--- src/rtl/hilo_mul_sequencer_pkg.sv ---
// Shared multiply-unit encodings (also used by the instruction decoder) and sequencer states.
package mul_pkg;
  localparam logic [2:0] OP_MADD  = 3'b000;
  localparam logic [2:0] OP_MADDU = 3'b001;
  localparam logic [2:0] OP_MUL   = 3'b010;
  localparam logic [2:0] OP_MFLO  = 3'b100;
  localparam logic [2:0] OP_MFHI  = 3'b101;

  typedef enum logic [1:0] {IDLE, RUN, ACC} state_t;
endpackage

--- src/rtl/mul_shift_add_core.sv ---
// Radix-2 shift-add unsigned multiplier: start loads operands, each step consumes one multiplier bit.
// done pulses during the step that consumes the last bit; product is final after that edge.
module mul_shift_add_core #(
  parameter int WIDTH = 32
) (
  input  logic               clk,
  input  logic               rst_n,
  input  logic               start,
  input  logic               step,
  input  logic [WIDTH-1:0]   mcand_in,
  input  logic [WIDTH-1:0]   mplier_in,
  output logic [2*WIDTH-1:0] product,
  output logic               done
);
  localparam int CW = $clog2(WIDTH) + 1;

  logic [2*WIDTH-1:0] mcand;
  logic [WIDTH-1:0]   mplier;
  logic [CW-1:0]      cnt;

  assign done = step && (cnt == CW'(WIDTH - 1));

  always_ff @(posedge clk or negedge rst_n) begin
    if (!rst_n) begin
      mcand   <= '0;
      mplier  <= '0;
      product <= '0;
      cnt     <= '0;
    end else if (start) begin
      mcand   <= {{WIDTH{1'b0}}, mcand_in};
      mplier  <= mplier_in;
      product <= '0;
      cnt     <= '0;
    end else if (step) begin
      if (mplier[0])
        product <= product + mcand;
      mcand  <= mcand << 1;
      mplier <= mplier >> 1;
      cnt    <= cnt + 1'b1;
    end
  end
endmodule

--- src/rtl/hilo_mul_sequencer.sv ---
// HI/LO multiply sequencer: owns HI/LO, runs MUL/MADD/MADDU over WIDTH+1 cycles, serves MFHI/MFLO.
// stall = issue && busy, so any multiply-unit instruction waits until the unit is idle.
module hilo_mul_sequencer
  import mul_pkg::*;
#(
  parameter int         WIDTH     = 32,
  parameter logic [2:0] MUL_MADD  = OP_MADD,
  parameter logic [2:0] MUL_MADDU = OP_MADDU,
  parameter logic [2:0] MUL_MUL   = OP_MUL,
  parameter logic [2:0] MUL_MFHI  = OP_MFHI,
  parameter logic [2:0] MUL_MFLO  = OP_MFLO
) (
  input  logic             clk,
  input  logic             rst_n,
  input  logic             issue,
  input  logic [2:0]       mul_op,
  input  logic [WIDTH-1:0] rs_val,
  input  logic [WIDTH-1:0] rt_val,
  input  logic             flush,
  output logic             stall,
  output logic             busy,
  output logic [WIDTH-1:0] result,
  output logic [WIDTH-1:0] hi,
  output logic [WIDTH-1:0] lo
);
  state_t             state, next_state;
  logic [2:0]         op_q;
  logic               neg_q;
  logic               start, step, acc_wr, done;
  logic               is_mul, signed_op;
  logic [WIDTH-1:0]   rs_mag, rt_mag;
  logic [2*WIDTH-1:0] product, prod_fix;

  assign is_mul    = (mul_op == MUL_MUL) || (mul_op == MUL_MADD) || (mul_op == MUL_MADDU);
  assign signed_op = (mul_op != MUL_MADDU);
  // Negating the most-negative value wraps to itself, which is the correct unsigned magnitude.
  assign rs_mag    = (signed_op && rs_val[WIDTH-1]) ? -rs_val : rs_val;
  assign rt_mag    = (signed_op && rt_val[WIDTH-1]) ? -rt_val : rt_val;
  assign start     = (state == IDLE) && issue && !flush && is_mul;

  always_ff @(posedge clk or negedge rst_n) begin
    if (!rst_n) state <= IDLE;
    else        state <= next_state;
  end

  always_comb begin
    next_state = state;
    case (state)
      IDLE: if (start) next_state = RUN;
      RUN: begin
        if (flush)     next_state = IDLE;
        else if (done) next_state = ACC;
      end
      ACC:     next_state = IDLE;
      default: next_state = IDLE;
    endcase
  end

  always_comb begin
    busy   = (state != IDLE);
    step   = (state == RUN) && !flush;
    acc_wr = (state == ACC) && !flush;
  end

  mul_shift_add_core #(.WIDTH(WIDTH)) u_core (
    .clk       (clk),
    .rst_n     (rst_n),
    .start     (start),
    .step      (step),
    .mcand_in  (rs_mag),
    .mplier_in (rt_mag),
    .product   (product),
    .done      (done)
  );

  assign prod_fix = neg_q ? -product : product;

  always_ff @(posedge clk or negedge rst_n) begin
    if (!rst_n) begin
      hi    <= '0;
      lo    <= '0;
      op_q  <= '0;
      neg_q <= 1'b0;
    end else begin
      if (start) begin
        op_q  <= mul_op;
        neg_q <= signed_op && (rs_val[WIDTH-1] ^ rt_val[WIDTH-1]);
      end
      if (acc_wr) begin
        if (op_q == MUL_MUL) {hi, lo} <= prod_fix;
        else                 {hi, lo} <= {hi, lo} + prod_fix;
      end
    end
  end

  assign stall  = issue && busy;
  assign result = (mul_op == MUL_MFHI) ? hi : lo;
endmodule

--- config.mk ---
export PLATFORM = sky130hd
export DESIGN_NAME = hilo_mul_sequencer
export DESIGN_NICKNAME = d
export VERILOG_FILES = /design/src/rtl/hilo_mul_sequencer_pkg.sv /design/src/rtl/mul_shift_add_core.sv /design/src/rtl/hilo_mul_sequencer.sv
export SDC_FILE = /design/constraint.sdc
export NUM_CORES = 1
export LEC_CHECK = 0
export BUFFER_PORTS_ARGS = -buffer_cell sky130_fd_sc_hd__buf_2
export CAP_MARGIN = 20
export CORE_UTILIZATION = 50
export DETAILED_ROUTE_END_ITERATION = 6
export GPL_TIMING_DRIVEN = 0
export HOLD_SLACK_MARGIN = 0.03
export PLACE_DENSITY_LB_ADDON = 0.3
export SLEW_MARGIN = 20
export SYNTH_ARGS = -nofsm -noshare
export SYNTH_HDL_FRONTEND = slang
export SYNTH_SLANG_ARGS = --single-unit
--- constraint.sdc ---
create_clock -name clk -period 15.15 [get_ports clk]
set_input_delay 3.03 -clock clk [delete_from_list [all_inputs] [get_ports clk]]
set_output_delay 3.03 -clock clk [all_outputs]
set_load 0.005 [all_outputs]
==> results of run 1 <==
[report_power, final]
group,switching (mW),internal (mW)
Sequential,0.133,0.725
Combinational,1.07,0.622
Clock,0.315,0.483
[cells in the final DEF (no fill, tap or decap), drive strengths merged, types with 87 or more instances in the layout]
master  Yosys  routed
nand2     462     462
dfrtp     236     236
a21oi     222     222
nor2      214     214
o21ai     189     189
buf        12     182
clkbuf    121     153
xnor2     151     151
ha        144     144
a31oi     118     118
a21o       98      98
xor2       87      87
[how the worst max path moves through the flow]
| stage | startpoint | to | depth (start not counted) |
|---|---|---|---|
| floorplan | mul_op[1] | result[10] | 3 |
| global placement | rst_n | u_core.product[56] | 1 |
| detailed placement | mul_op[1] | result[26] | 5 |
| CTS | mul_op[1] | result[26] | 5 |
| global route | mul_op[1] | result[26] | 5 |
| finish | mul_op[1] | result[26] | 5 |
[stage by stage]
| step | utilization | hold WS [ps] | instances | power [mW] |
|---|---|---|---|---|
| global placement | 0.5436 | 442.9 | 3274 | 2.480 |
| finish | 0.5730 | 470.6 | 3332 | 3.343 |
| detailed placement | 0.5453 | 449.9 | 3276 | 2.509 |
| global route | 0.5730 | 501.4 | 3332 | 3.563 |
| floorplan | - | 426.6 | 2581 | 2.059 |
| CTS | 0.5729 | 460.9 | 3332 | 3.318 |
[worst max-delay path: stages]
cell and delay (ps):
buf_2 120, nand3b_1 480, buf_1 590, mux2_2 440, buf_2 140
[state kept, by name, indices dropped and copies added, names as in the netlist]
| name | count |
|---|---|
| u_core.product | 64 |
| lo | 32 |
| u_core.mcand | 64 |
| op_q | 3 |
| hi | 32 |
| u_core.cnt | 6 |
| u_core.mplier | 32 |
| neg_q | 1 |
| state | 2 |
[cells in the mapped netlist, drive strengths merged, types with 13 or more instances]
| library cell | instances | share of area |
|---|---|---|
| nand3 | 35 | 0.0087 |
| nand2b | 22 | 0.0068 |
| o41ai | 18 | 0.0078 |
| xor2 | 87 | 0.038 |
| a21oi | 222 | 0.055 |
| and2 | 16 | 0.0050 |
| mux2 | 35 | 0.020 |
| a31oi | 118 | 0.037 |
| ha | 144 | 0.090 |
| a21o | 98 | 0.037 |
| inv | 42 | 0.0078 |
| o21ai | 189 | 0.047 |
| nor4 | 19 | 0.0059 |
| o21bai | 29 | 0.011 |
| or4 | 15 | 0.0062 |
| nor2b | 15 | 0.0047 |
| xnor2 | 151 | 0.066 |
| or3 | 20 | 0.0065 |
| clkbuf | 121 | 0.023 |
| nor2 | 214 | 0.040 |
| nor3 | 41 | 0.010 |
| nand4 | 35 | 0.011 |
| o31ai | 31 | 0.013 |
| nand2 | 462 | 0.086 |
| and3 | 13 | 0.0040 |
| dfrtp | 236 | 0.29 |
[logic make-up after synthesis]
kind of cell,Yosys count
flops,236
mux,39
buf+inv,176
simple gates,935
compound gates,811
xor+xnor,238
fa+ha+maj,146
[per-layer routing]
| layer | global-route usage | part of all wire | wire length (um) |
|---|---|---|---|
| met1 | 0.4543 | 0.45 | 31060 |
| met2 | 0.5357 | 0.45 | 30900 |
| met3 | 0.03291 | 0.055 | 3799 |
| met4 | 0.1294 | 0.041 | 2791 |
| met5 | 0 | 0.00018 | 12 |
[area by class of cell]
type	count	area, um2
flip-flops and latches	236	5906
plain buffers	133	499.2
well taps	525	656.9
clock buffers	32	789.5
repair buffers	170	905.9
inverters	43	161.4
clock inverters	24	306.5
fillers	3729	16970
multi-input cells	2169	13540
==> flow_metrics.py, run 1 <==
metrics = {
    "timing": {
        "post-route-worst-setup-slack_ps": 7307,
        "fin_crit_sh": 0.5177,
        "slew_viol_final": 0,
        "rsz0062_at_grt": "no",
        "setup_violations": 0,
        "fmax_ghz": 0.1275,
        "tightestPinTransition_ps": 1026,
        "period_minus_slack_ps": 7843,
        "skew_ps": 23.67,
        "fin_tns_setup_ps": 0,
        "timing_hold_violations_final": 0,
        "slew_headroom": 0.3104,
    },
    "clocking": {
        "htree_levels": 1,
        "cts-root-buf": "clkbuf_16",
        "clk_pin_slew_ps": 60,
        "clk_latency_ps": 580,
        "post_cts_buffers": 0,
        "clock-sinks": 236,
        "cts_tree": "done",
        "post_cts_hold_buffer_count": 0,
        "numCtsBuffers": 30,
        "post_cts_resize_count": 0,
        "cts_buffer_depth": 3,
    },
    "place": {
        "placed_cell_area_mm2": 0.02166,
        "pre_cts_slack_ps": 7363,
        "dp_hpwl_um": 54830,
        "io_buffers": 168,
        "place_congestion": 1.003,
    },
    "die": {
        "dieArea_mm2": 0.04101,
        "initial_utilization": 0.5059,
        "row_count": 73,
        "fp.dieW_um": 202.5,
        "die_y_um": 202.5,
        "coreArea_mm2": 0.03973,
        "ios": 169,
    },
    "routing": {
        "vias": 20230,
        "drc": 0,
        "wirelength_um": 68560,
        "viasPerCell": 6.070,
        "drtIter0Drc": 1352,
        "dr.pass1.iters": 7,
        "avgRoutedWirePerCell_um": 20.58,
        "ant_nets": 0,
    },
    "worst_setup_path": {
        "required_ps": 12120,
        "r2r_start": "u_core.product[4]",
        "worst-r2r-setup-slack_ps": 7780,
        "arrival_ps": 4810,
        "cp-end-kind": "output port",
        "path_max_fanout": 10,
        "r2r_cells": 18,
        "r2r_end": "hi[29]",
        "startpoint_type": "primary input",
        "path_class": "in -> out",
    },
    "yosys": {
        "ys_ff_latch": 236,
        "synth_fa_ha_area_frac": 0.09162,
        "yosysSeqAreaShare": 0.2938,
        "yosysUniqueCellTypes": 68,
        "yosysWarnings": 0,
        "syn_avg_cell_area_um2": 7.788,
        "synth_top_family_by_area": "compound AO/OA/AOI/OAI gates",
        "synth_xor_area_frac": 0.1037,
        "netlist_instances": 2581,
        "synthArstFlopShare": 1.000,
        "synthSimpleGateAreaFrac": 0.2056,
        "muxShareOfSynthArea": 0.02160,
        "netlist_area_mm2": 0.02010,
        "synth_top_flop_cell": "dfrtp_1",
        "syn-num-nets": 2798,
        "synth_compound_area_frac": 0.2508,
        "synth_edf_count": 0,
    },
    "grt": {
        "track_usage": 0.3307,
        "grt_pass1_wl_um": 106600,
        "grt_pass1_vias": 19110,
        "antenna_found_initial": 1,
        "grt_max_degree": 102,
        "grt-ovfl-total": 0,
    },
    "layout": {
        "design_area_mm2": 0.02277,
        "layout-drive-gt1-share": 0.1033,
        "diodes": 0,
        "finalNetCount": 3000,
        "area_growth_pct": 13.25,
    },
    "min_path": {
        "min_path_type": "reg -> reg",
        "worst_hold_path.endpoint": "state[1]",
        "whs_path_depth": 1,
        "min-delay-start": "u_core.cnt[5]",
    },
    "job": {
        "cap_violations": 0,
    },
    "pwr": {
        "power_density_mw_per_mm2": 146.8,
        "power_leakage_nw": 10.85,
        "ir_worst_vdd_mv": 0.1096,
    },
    "status": {
        "status": "finished clean",
    },
}
Power figures use the tool's default switching activity.
==> run 2: changes to the inputs <==
--- a/config.mk
+++ b/config.mk
@@ -5,6 +5,7 @@
 export SDC_FILE = /design/constraint.sdc
 export NUM_CORES = 1
 export LEC_CHECK = 0
+export ABC_AREA = 1
 export BUFFER_PORTS_ARGS = -buffer_cell sky130_fd_sc_hd__buf_2
 export CAP_MARGIN = 20
 export CORE_UTILIZATION = 50
==> constraint.sdc (replaced) <==
create_clock -name clk -period 8.1 [get_ports clk]
set_input_delay 1.62 -clock clk [delete_from_list [all_inputs] [get_ports clk]]
set_output_delay 1.62 -clock clk [all_outputs]
set_load 0.005 [all_outputs]
==> flow_metrics.py, run 2 <==
metrics = {
    "min_path": {
        "min_path_type": "reg -> reg",
        "min-delay-start": "u_core.cnt[5]",
        "whs_path_depth": 1,
        "worst_hold_path.endpoint": "state[1]",
    },
    "timing": {
        "slew_viol_final": 0,
        "fin_tns_setup_ps": 0,
        "fin_crit_sh": 0.6203,
        "skew_ps": 14.83,
        "post-route-worst-setup-slack_ps": 3076,
        "setup_violations": 0,
        "rsz0062_at_grt": "no",
        "timing_hold_violations_final": 0,
        "slew_headroom": 0.2366,
        "fmax_ghz": 0.1990,
        "period_minus_slack_ps": 5024,
        "tightestPinTransition_ps": 1145,
        "whs_ps": 481.0,
    },
    "yosys": {
        "yosysSeqAreaShare": 0.2392,
        "yosysWarnings": 0,
        "yosysUniqueCellTypes": 49,
        "synth_commonest_cells": "nand2_1 (1190), inv_1 (621), nor2_1 (561), a21oi_1 (316), o21ai_0 (269)",
        "synth_top_area_share": 0.2392,
        "synth.most_common_cell": "nand2_1",
        "syn-num-nets": 4370,
        "netlist_instances": 4153,
        "netlist_area_mm2": 0.02468,
        "synth.largest_area_cell": "dfrtp_1",
        "synthArstFlopShare": 1.000,
        "syn_avg_cell_area_um2": 5.944,
        "synth_edf_count": 0,
        "ys_ff_latch": 236,
        "synth_top_flop_cell": "dfrtp_1",
        "synthTopCellsByArea": "dfrtp_1 (24%), nand2_1 (18%), inv_1 (9.4%)",
    },
    "die": {
        "coreArea_mm2": 0.04885,
        "die_y_um": 224.2,
        "fp.dieW_um": 224.2,
        "ios": 169,
        "row_count": 81,
        "dieArea_mm2": 0.05026,
        "initial_utilization": 0.5053,
    },
    "layout": {
        "layout-drive-gt1-share": 0.07943,
        "design_area_mm2": 0.02750,
        "fin_cells": 5048,
        "fin_util": 0.5629,
        "fill_cells": 5295,
        "multi_input_area_mm2": 0.01603,
        "final_cell_mix": "nand2_1 (1190), inv_1 (621), nor2_1 (561)",
        "top_regs": "u_core.mcand x64, u_core.product x64",
        "seqCellArea_mm2": 0.005906,
        "finalNetCount": 4573,
        "final_common_cell": "nand2_1",
        "area_growth_pct": 11.39,
    },
    "worst_setup_path": {
        "cp-end-kind": "output port",
        "worstPathCellList": "buf_2 > inv_1 > nand3_1 > buf_1 > mux2_2 > buf_2",
        "critPathBufInv": 4,
        "r2r_end": "hi[29]",
        "r2r_cells": 21,
        "cp_common_cell": "buf_2",
        "worst-r2r-setup-slack_ps": 3510,
        "required_ps": 6480,
        "r2r_start": "u_core.product[1]",
        "critPathMaxStageDelay_ps": 860,
        "path_max_fanout": 10,
        "path_class": "in -> out",
        "startpoint_type": "primary input",
        "cp_slowest_cell": "buf_1",
        "arrival_ps": 3400,
        "cpLargestDelayFamily": "buffers and inverters",
    },
    "routing": {
        "avgRoutedWirePerCell_um": 21.46,
        "wirelength_um": 108300,
        "viasPerCell": 5.611,
        "drc": 2,
        "dr.pass1.iters": 7,
        "drtIter0Drc": 2635,
        "vias": 28320,
        "ant_nets": 0,
    },
    "clocking": {
        "cts_buffer_depth": 3,
        "cts-root-buf": "clkbuf_16",
        "post_cts_resize_count": 0,
        "clock-sinks": 236,
        "post_cts_hold_buffer_count": 0,
        "post_cts_buffers": 0,
        "cts_tree": "done",
        "clk_pin_slew_ps": 60,
        "numCtsBuffers": 31,
        "clk_latency_ps": 630,
        "htree_levels": 1,
    },
    "grt": {
        "grt-ovfl-total": 0,
        "grt_max_degree": 91,
        "grt_pass1_vias": 26430,
        "track_usage": 0.4278,
        "antenna_found_initial": 2,
        "grt_pass1_wl_um": 160600,
    },
    "pwr": {
        "power_mw": 7.916,
        "power_leakage_nw": 14.49,
        "swShare": 0.5444,
        "ir_worst_vdd_mv": 0.2090,
        "power_density_mw_per_mm2": 287.9,
        "power_frac_seq": 0.206,
        "power_frac_clock": 0.188,
        "p_switching_mw": 4.310,
        "power_frac_comb": 0.606,
        "intPower_mw": 3.606,
    },
    "status": {
        "status": "complete, but fails checks",
        "violations": "design-rule violations",
    },
    "place": {
        "io_buffers": 168,
        "dp_hpwl_um": 89030,
        "place_congestion": 1.040,
        "dp.cells": 4987,
        "pre_cts_slack_ps": 3123,
        "placed_cell_area_mm2": 0.02642,
    },
    "job": {
        "cap_violations": 0,
    },
}
==> run 2: changes by cell type in the layout (fill, tap and decap cells not counted), sizes merged, moves of 24 or more <==
| cell | change |
|---|---|
| a31oi | -110 |
| inv | +589 |
| a21oi | +101 |
| o31ai | -24 |
| a22oi | +29 |
| clkbuf | -56 |
| nand3 | +215 |
| nand2 | +739 |
| xnor2 | -133 |
| nor2 | +369 |
| o21ai | +124 |
| a21o | -96 |
==> run 2: how the worst max path moves through the flow <==
stage	startpoint	endpoint	slack, ps	cells after the start
final	mul_op[1]	result[28]	3080	6
after floorplan	mul_op[1]	result[10]	3980	4
after global routing	mul_op[1]	result[19]	3010	6
after CTS	mul_op[1]	result[18]	3110	6
after detailed placement	mul_op[1]	result[27]	3120	6
after global placement	rst_n	hi[15]	800	1
==> run 2: logic make-up after synthesis <==
logic type	Yosys count	share of synthesized area
AOI/OAI and AO/OA	778	0.1727
xor gates and xnor gates	94	0.03366
adders and majority gates	146	0.07461
buffers and inverters	725	0.1112
DFF	236	0.2392
muxes	23	0.01049
and+or+nand+nor	2151	0.3581
==> run 2: metal layers <==
layer  global-route usage  part of all wire  vias up
met5                    0           0.00012        -
li1                     -                 -    13770
met2               0.7096              0.46     1229
met1               0.5181              0.39    13020
met4               0.2721             0.072        2
met3              0.06598             0.080      303
==> run 2: power by group through the flow <==
stage,clock network (mW),logic (mW),registers (mW)
detailed placement,0,4.63,1.64
finish,1.49,4.80,1.63
global placement,0,4.61,1.63
CTS,1.48,4.66,1.62
global route,1.53,5.24,1.65
floorplan,0,3.18,1.53
==> run 2: cell type report <==
class / instances / share of cell area
Multi-Input combinational cell: 3192 / 0.5831
Sequential cell: 236 / 0.2148
Clock buffer: 38 / 0.03099
Clock inverter: 20 / 0.007872
Buffer: 93 / 0.01356
Inverter: 632 / 0.08627
Timing Repair Buffer: 170 / 0.03294
Antenna cell: 3 / 0.0002730
Tap cell: 664 / 0.03021
==> run 3: changes to the inputs <==
==> constraint.sdc (replaced) <==
create_clock -name clk -period 4.4 [get_ports clk]
set_input_delay 0.88 -clock clk [delete_from_list [all_inputs] [get_ports clk]]
set_output_delay 0.88 -clock clk [all_outputs]
set_load 0.005 [all_outputs]
==> flow_metrics.py, run 3 (same netlist as run 2, synthesis figures left out) <==
metrics = {
    "timing": {
        "slew_viol_final": 0,
        "period_minus_slack_ps": 4241,
        "fin_crit_sh": 0.9638,
        "fmax_ghz": 0.2358,
        "tightestPinTransition_ps": 1186,
        "setup_violations": 0,
        "rsz0062_at_grt": "no",
        "skew_ps": 10.94,
        "post-route-worst-setup-slack_ps": 159.3,
        "timing_hold_violations_final": 0,
        "slew_headroom": 0.2094,
    },
    "grt": {
        "grt_pass1_wl_um": 160800,
        "track_usage": 0.4283,
        "grt_max_degree": 91,
        "grt_pass1_vias": 26450,
        "antenna_found_initial": 2,
        "grt-ovfl-total": 0,
    },
    "die": {
        "die_y_um": 224.2,
        "coreArea_mm2": 0.04885,
        "initial_utilization": 0.5053,
        "fp.dieW_um": 224.2,
        "dieArea_mm2": 0.05026,
        "row_count": 81,
        "ios": 169,
    },
    "worst_setup_path": {
        "startpoint_type": "register",
        "path_class": "reg -> reg",
        "r2r_cells": 18,
        "cp-startpoint": "u_core.product[0]",
        "required_ps": 4950,
        "arrival_ps": 4790,
        "path_max_fanout": 6,
        "r2r_start": "u_core.product[0]",
        "cp-end-kind": "register",
    },
    "layout": {
        "fin_util": 0.5641,
        "top_regs": "u_core.mcand x64, u_core.product x64",
        "final_common_cell": "nand2_1",
        "final_cell_mix": "nand2_1 (1189), inv_1 (620), nor2_1 (558)",
        "design_area_mm2": 0.02755,
        "layout-drive-gt1-share": 0.08193,
        "area_growth_pct": 11.62,
        "finalNetCount": 4574,
    },
    "place": {
        "io_buffers": 168,
        "place_congestion": 1.040,
        "pre_cts_slack_ps": -159.8,
        "placed_cell_area_mm2": 0.02642,
        "dp_hpwl_um": 89030,
    },
    "clocking": {
        "clock-sinks": 236,
        "htree_levels": 1,
        "numCtsBuffers": 31,
        "post_cts_hold_buffer_count": 0,
        "cts-root-buf": "clkbuf_16",
        "clk_latency_ps": 630,
        "clk_pin_slew_ps": 70,
        "cts_buffer_depth": 3,
        "cts_tree": "done",
    },
    "pwr": {
        "power_mw": 14.62,
        "p_switching_mw": 7.957,
        "power_frac_clock": 0.187,
        "power_density_mw_per_mm2": 530.7,
        "swShare": 0.5442,
        "ir_worst_vdd_mv": 0.3838,
        "power_frac_seq": 0.205,
        "power_frac_comb": 0.608,
        "power_leakage_nw": 14.50,
        "intPower_mw": 6.665,
    },
    "min_path": {
        "min_path_type": "in -> async",
    },
    "routing": {
        "drc": 0,
        "avgRoutedWirePerCell_um": 21.47,
        "dr.pass1.iters": 6,
        "vias": 28390,
        "viasPerCell": 5.622,
        "ant_nets": 0,
        "drtIter0Drc": 2816,
        "wirelength_um": 108400,
    },
    "status": {
        "status": "finished clean",
    },
    "job": {
        "cap_violations": 0,
    },
}
-- run 3: path summary, 6_finish.rpt --
kind | slack [ps] | endpoint
setup / recovery | 160 | hi[31]
setup reg to reg | 160 | hi[31]
max in group asynchronous | 3190 | u_core.mcand[32]
hold / removal | 200 | u_core.mplier[4]
hold reg to reg | 480 | state[1]
min in group clk | 480 | state[1]
-- run 3: per-stage QoR --
| step | instances | hold slack (ps) | TNS (ps) |
|---|---|---|---|
| 3_3_place_gp | 4985 | 459.0 | -503990 |
| 2_1_floorplan | 4153 | 414.5 | 0 |
| 4_1_cts | 5045 | 246.7 | 0 |
| 5_1_grt | 5047 | 262.9 | 0 |
| 3_5_place_dp | 4987 | 465.5 | -479.0 |
| 6_report | 5050 | 200.3 | 0 |
-- run 3: power groups by stage --
stage	Clock, mW	Combinational [mW]	Sequential (mW)
after CTS	2.73	8.58	2.98
after floorplan	0	5.85	2.82
after global routing	2.82	9.69	3.03
after global placement	0	8.48	3.01
after detailed placement	0	8.52	3.01
final	2.73	8.88	3.00
-- run 3: critical path: stages (launching register included) --
cell and delay (ps):
dfrtp_1 420, inv_1 140, nand2_1 150, nor2_4 250
nand4_1 380, o21ai_1 280, xor2_1 550, ha_1 390
nand2_1 110, inv_1 60, a21oi_1 250, nand2_1 160
a21oi_1 150, nand2_1 260, nand2_1 140, nand2_1 130
nand3_1 100, nand3_1 70, a21oi_1 170
-- run 3: metal layers --
metal	global-route usage	routed length, um	vias up
met2	0.7088	49390	1268
met1	0.5179	42610	13040
met5	0	13	-
met4	0.2730	7744	2
li1	-	-	13760
met3	0.06899	8681	324
-- run 3: area by class of cell --
cell class / instances / area (um2)
fillers: 5282 / 21300
multi-input cells: 3192 / 16080
clock buffers: 38 / 852.1
repair buffers: 171 / 913.4
clock inverters: 20 / 216.5
well taps: 664 / 830.8
diodes: 4 / 10.01
inverters: 632 / 2372
plain buffers: 93 / 372.9
flip-flops and latches: 236 / 5906
-- run 3: timing repair --
item / in CTS / in global routing
setup buffers: 0 / 1
resized for setup: 2 / 12
pin swaps: 0 / 1
endpoints found under the hold margin: 0 / 0
cloned: 0 / 0
endpoints found under the setup margin: 7 / 35
